File: src/rtl/seq_detect_param.sv
// Serial pattern detector with a loadable N-bit pattern, overlap control and a saturating match counter.
// Latency: y pulses one cycle after the sampling edge that completes a match. No backpressure (en gates sampling).
module seq_detect_param #(
  parameter int               N       = 4,
  parameter int               CNT_W   = 8,
  parameter logic [N-1:0]     PAT_RST = 4'b1011
) (
  input  logic                     clk,
  input  logic                     rst_n,
  input  logic                     dt,
  input  logic                     en,
  input  logic                     overlap,
  input  logic                     pat_load,
  input  logic [N-1:0]             pat_in,
  input  logic                     cnt_clr,
  output logic                     y,
  output logic [CNT_W-1:0]         match_cnt,
  output logic [$clog2(N+1)-1:0]   curr_state
);

  localparam int             FW        = $clog2(N + 1);
  localparam logic [FW-1:0]  FILL_FULL = FW'(N);
  localparam logic [FW-1:0]  FILL_ONE  = FW'(1);
  localparam logic [CNT_W-1:0] CNT_MAX = '1;
  localparam logic [CNT_W-1:0] CNT_ONE = CNT_W'(1);

  logic [N-1:0]     pat_q,  pat_d;
  logic [N-1:0]     hist_q, hist_d;
  logic [FW-1:0]    fill_q, fill_d;
  logic             y_q,    y_d;
  logic [CNT_W-1:0] cnt_q,  cnt_d;

  logic [N-1:0]     hist_shift;
  logic [FW-1:0]    fill_inc;
  logic             match;

  // Match decision is made against the pattern held before this edge, so a
  // same-edge pat_load only affects later samples.
  always_comb begin
    hist_shift = {hist_q[N-2:0], dt};
    fill_inc   = (fill_q == FILL_FULL) ? FILL_FULL : fill_q + FILL_ONE;
    match      = en && (hist_shift == pat_q) && (fill_inc == FILL_FULL);
  end

  always_comb begin
    pat_d  = pat_q;
    hist_d = hist_q;
    fill_d = fill_q;
    y_d    = match;
    cnt_d  = cnt_q;

    if (pat_load) begin
      pat_d = pat_in;
    end

    if (en) begin
      hist_d = hist_shift;
      if (match) begin
        // Non-overlapping mode restarts collection from an empty history.
        fill_d = overlap ? FILL_FULL : '0;
      end else begin
        fill_d = fill_inc;
      end
    end

    if (cnt_clr) begin
      cnt_d = '0;
    end else if (match && (cnt_q != CNT_MAX)) begin
      cnt_d = cnt_q + CNT_ONE;
    end
  end

  always_ff @(posedge clk or negedge rst_n) begin
    if (!rst_n) begin
      pat_q  <= PAT_RST;
      hist_q <= '0;
      fill_q <= '0;
      y_q    <= 1'b0;
      cnt_q  <= '0;
    end else begin
      pat_q  <= pat_d;
      hist_q <= hist_d;
      fill_q <= fill_d;
      y_q    <= y_d;
      cnt_q  <= cnt_d;
    end
  end

  assign y          = y_q;
  assign match_cnt  = cnt_q;
  assign curr_state = fill_q;

endmodule

File: config.mk
export PLATFORM = sky130hd
export DESIGN_NAME = seq_detect_param
export DESIGN_NICKNAME = d
export VERILOG_FILES = /design/src/rtl/seq_detect_param.sv
export SDC_FILE = /design/constraint.sdc
export NUM_CORES = 1
export LEC_CHECK = 0
export ABC_AREA = 1
export ABC_CLOCK_PERIOD_IN_PS = 2200
export CORE_AREA = 2 2 50 57
export DETAILED_ROUTE_END_ITERATION = 10
export DIE_AREA = 0 0 52 59
export GPL_TIMING_DRIVEN = 0
export PLACE_DENSITY = 0.73
export SLEW_MARGIN = 20
export SYNTH_ARGS = -nofsm -noshare
export SYNTH_HDL_FRONTEND = slang
export SYNTH_SLANG_ARGS = --single-unit
File: constraint.sdc
create_clock -name clk -period 2.2 [get_ports clk]
set_input_delay 0.44 -clock clk [delete_from_list [all_inputs] [get_ports clk]]
set_output_delay 0.44 -clock clk [all_outputs]
set_load 0.05 [all_outputs]
# Yosys cells after proc, flatten, opt, wreduce, memory -nomap -nowiden
# Index checks and enable logic that the tools add are counted.
[classes]
n_reduce_logical = 4
eq_ne = 4
muxes = 5
n_addsub = 2
[op_table]
columns = ["op", "n"]
rows = [
  ["2-to-1 mux 8 bit", 2],
  ["2-to-1 mux 3 bit", 3],
  ["adder 8 x 1 -> 8 bit, second input constant", 1],
  ["inequality test 8 bit, second input constant", 1],
  ["equality test 3 bit, second input constant", 2],
  ["equality test 4 bit", 1],
  ["adder 3 x 1 -> 3 bit, second input constant", 1],
  ["logical AND 1 bit", 3],
  ["nonzero test 2 bit", 1],
]
[word_totals]
input_bits = 11
output_inout_bits = 12
wordCells = 20
register_bits = 19

# Depth between registers and ports, before layout
[depth]
ltp_word = 7
depth_mapped = 10
depth_no_buf = 10

# Least setup slack after synthesis
# Ideal clock, no wire load.
[synth_path]
path_kind = "reg2reg"
startpoint = "register fill_q[0], in the netlist curr_state[0]"
endpoint = "register cnt_q[4], in the netlist match_cnt[4]"
required_time_ns = 2.081
stages_incl_launch_ff = 9
slack_ns = 0.399
setup_ns = 0.119
period_less_slack_ns = 1.801
arrival_time_ns = 1.683
cell_sequence = "dfrtp_1 > inv_1 > ha_1 > nand2_2 > nand3_1 > nor2_1 > nand4_2 > nand3_1 > nand2_1"
[synth_via]
elab_chain_cells = 6
[synth_lines]
columns = ["element", "line", "rtl"]
rows = [
  ["start: declaration", "29", "logic [FW-1:0] fill_q, fill_d;"],
  ["start signal: assignment", "83", "fill_q <= fill_d;"],
  ["adder 3 x 1 -> 3 bit or equality test 3 bit (tied branches)", "41", "fill_inc = (fill_q == FILL_FULL) ? FILL_FULL : fill_q + FILL_ONE;"],
  ["2-to-1 mux 3 bit *", "41", ""],
  ["equality test 3 bit *", "42", "match = en && (hist_shift == pat_q) && (fill_inc == FILL_FULL);"],
  ["logical AND 1 bit *", "42", ""],
  ["logical AND 1 bit *", "68", "end else if (match && (cnt_q != CNT_MAX)) begin"],
  ["nonzero test 2 bit (no source line) *", "-", ""],
  ["end signal: assignment", "85", "cnt_q <= cnt_d;"],
  ["end: declaration", "31", "logic [CNT_W-1:0] cnt_q, cnt_d;"],
]
# Every way passes the cells marked *; elsewhere a longest branch is shown, timed or not.
# A chain may end at the register's enable or synchronous reset.

# Worst setup path after layout
[layout_path]
startpoint = "register cnt_q[5], in the netlist match_cnt[5]"
endpoint = "output match_cnt[5]"
[layout_rtl]
columns = ["element", "line", "rtl"]
rows = [
  ["end: declaration", "17", "output logic [CNT_W-1:0] match_cnt,"],
]
# No word-level cell between the ends.

==> impl_metrics.json <==
{
  "result_of_the_run": "finished clean",
  "timing.reg2reg.worst_path_depth": 8,
  "chipHeight_um": 59,
  "fp-row-count": 19,
  "antenna_found_initial": 0,
  "yosys-top-cells-area": "sky130_fd_sc_hd__dfrtp_1 36%, sky130_fd_sc_hd__nand2_1 15%, sky130_fd_sc_hd__nand3_1 8.0%",
  "critPathLaunchType": "flop",
  "core_occupancy_in_the_finished_layout_pct": 57.0,
  "grtUsageTotal_pct": 17.0,
  "post_cts_resized": 0,
  "setup.reg_to_reg.worst_slack_ps": 570,
  "r2r-start": "curr_state[0]",
  "maxSlewHeadroom_pct": 43.2,
  "critical_path_required_ps": 1760,
  "rsz_0062_raised_after_global_routing": "no",
  "critical_path.max_stage_delay_ps": 850,
  "vias_per_cell": 4.96,
  "cts_made_buffers": 3,
  "layout-drive-gt1-share_pct": 11.4,
  "synth.distinct_cells": 21,
  "p_per_area_nw_per_um2": 728,
  "areaGrowthSynthToFinish_pct": 24.6,
  "cpLargestDelayFamily": "buffers and inverters",
  "worstSetupPathDepth": 1,
  "crit_path_cell_trace": "clkdlybuf4s50_1",
  "final_min_period_over_clock_period_pct": 93.6,
  "drv_slew": 0,
  "timing.clock.skew_ps": 1.29,
  "cts.root.buffer_cell": "sky130_fd_sc_hd__clkbuf_4",
  "cp-startpoint": "match_cnt[5]",
  "h-tree-depth": 1,
  "finalNetCount": 190,
  "min_path_type": "in -> reg",
  "worst-path-max-fanout": 8,
  "average_detailed_routed_wire_length_per_instance_um": 11.0,
  "reg2reg_to": "match_cnt[7]",
  "synthDominantAreaCellType": "sky130_fd_sc_hd__dfrtp_1",
  "postSynthNetCount": 164,
  "count_of_hold_buffers_inserted_by_post_cts_repair": 0,
  "route.vias.total": 1022,
  "syn_area_um2": 1120,
  "hold_violations": 0,
  "critPathCapture": "match_cnt[5]",
  "clk_path_buf_depth": 2,
  "achievable-frequency_ghz": 0.486,
  "layout_min_cycle_time_ps": 2060,
  "gr-total-overflow": 0,
  "cp_data_arrival_time_ps": 1620,
  "post-synth-top-area-fraction_pct": 35.8,
  "numPortBuffers": 21,
  "die_outline_area_um2": 3070,
  "design_area_um2": 1400,
  "routabilityCongestion": 0.823,
  "grt_pass1_wl_um": 3970,
  "drcViolationCount": 0,
  "drt_pass1_iterations": 4,
  "critPathKind": "reg -> out",
  "tritoncts_num_sinks": 19,
  "placeableCoreArea_um2": 2450,
  "ys.warnings.count": 0,
  "drt_iter0_markers": 28,
  "syn-mean-instance-area_um2": 7.47,
  "synth_seq_cells": 19,
  "top_level_ports": 23,
  "synth_seq_area_share_pct": 42.8,
  "worst_setup_path_end_kind": "output port",
  "fin_setup_tns_ps": 0,
  "max-vdd-ir-drop_mv": 0.634,
  "clkSlewWorstSetupHoldPaths_ps": 110,
  "finalSetupViolCount": 0,
  "floorplan.initialDensity_pct": 45.7,
  "diode_insertion_count_for_antenna_repair": 0,
  "synth_cells": 150,
  "cap_violations": 0,
  "cp_num_buf_inv": 1,
  "worst_path_max_delay_cell": "sky130_fd_sc_hd__clkdlybuf4s50_1",
  "p_leak_nw": 0.711,
  "drt.antenna.violating_nets": 0,
  "via_count_of_the_first_global_routing_pass": 967,
  "max_slew.worst_pin.slew_ps": 850,
  "detailed_place_hpwl_um": 1770,
  "insertion_delay_ps": 280,
  "cts_tree": "yes",
  "post-cts-setup-buffer-count": 0,
  "grt_start_max_net_pins": 20,
  "post_place_cell_area_um2": 1370,
  "die_width_um": 52,
  "drt_wl_total_um": 2270
}
-- kinds of logic after synthesis --
group           share of synthesized area [%]
simple gates                             37.7
xor+xnor                                 1.56
flops                                    42.8
compound gates                           5.81
buf+inv                                  8.83
fa+ha+maj                                3.35
-- layout by cell type (no fill, tap or decap), drive strengths merged --
cell,n
xnor2,1
clkdlybuf4s50,21
nand3,19
nor2,14
buf,2
nand2,49
a21oi,2
o21ai,11
clkbuf,4
dfstp,3
ha,3
dfrtp,16
xor2,1
inv,23
nand4,6
-- synth_stat cells --
master,instances
sky130_fd_sc_hd__inv_2,1
sky130_fd_sc_hd__inv_1,22
sky130_fd_sc_hd__xnor2_1,1
sky130_fd_sc_hd__nor2_1,10
sky130_fd_sc_hd__nand3_2,1
sky130_fd_sc_hd__nand2_2,5
sky130_fd_sc_hd__nand3_1,18
sky130_fd_sc_hd__buf_2,1
sky130_fd_sc_hd__dfrtp_1,16
sky130_fd_sc_hd__nand2_1,44
sky130_fd_sc_hd__nand4_1,5
sky130_fd_sc_hd__nor2_4,1
sky130_fd_sc_hd__o21ai_0,11
sky130_fd_sc_hd__ha_1,3
sky130_fd_sc_hd__dfstp_2,3
sky130_fd_sc_hd__a21oi_1,2
sky130_fd_sc_hd__nor2_2,2
sky130_fd_sc_hd__nand4_2,1
sky130_fd_sc_hd__xor2_1,1
sky130_fd_sc_hd__buf_4,1
sky130_fd_sc_hd__nor2_8,1
-- per-stage QoR --
stage	total power, mW	hold slack (ps)	setup slack (ps)	std cells
after floorplan	0.729	144	399	150
after global placement	0.837	483	397	202
after detailed placement	0.854	494	359	202
after CTS	1.02	411	137	206
after global routing	1.08	400	75.3	206
final	1.02	414	141	206
-- layer usage --
| metal | share of wire (%) | vias up | GRT usage (%) |
|---|---|---|---|
| li1 | - | 524 | - |
| met3 | 2.5 | 2 | 3.03 |
| met2 | 49 | 14 | 29.7 |
| met4 | 0.57 | 0 | 4.51 |
| met1 | 48 | 482 | 21.7 |
| met5 | 0 | - | 0 |
-- worst min-delay path by stage --
stage                     to  slack, ps  depth (start not counted)       from
2_1_floorplan  curr_state[0]        140                          0      rst_n
3_3_place_gp        pat_q[0]        480                          2   pat_q[0]
3_5_place_dp       hist_q[1]        490                          2  hist_q[0]
4_1_cts            hist_q[1]        410                          2         en
5_1_grt            hist_q[0]        400                          2         en
6_report           hist_q[1]        410                          2         en
-- final cells by class --
class	count	area (um^2)
buffer	2	12.5
timing repair buffer	21	210
sequential	19	479
multi-input combinational	106	542
fill	251	1050
clock buffer	4	26.3
inverter	23	86.3
tap	31	38.8
-- sequential cells by signal, summed over array words and instances (netlist names) --
register / cells
hist_q: 3
match_cnt: 8
curr_state: 3
y: 1
pat_q: 4
-- power breakdown --
part	leakage (nW)	total (mW)	switching [mW]	internal, mW
Clock	0.0150	0.173	0.103	0.0703
Sequential	0.244	0.430	0.0377	0.392
Combinational	0.453	0.412	0.274	0.138
Power figures use the tool's default switching activity.
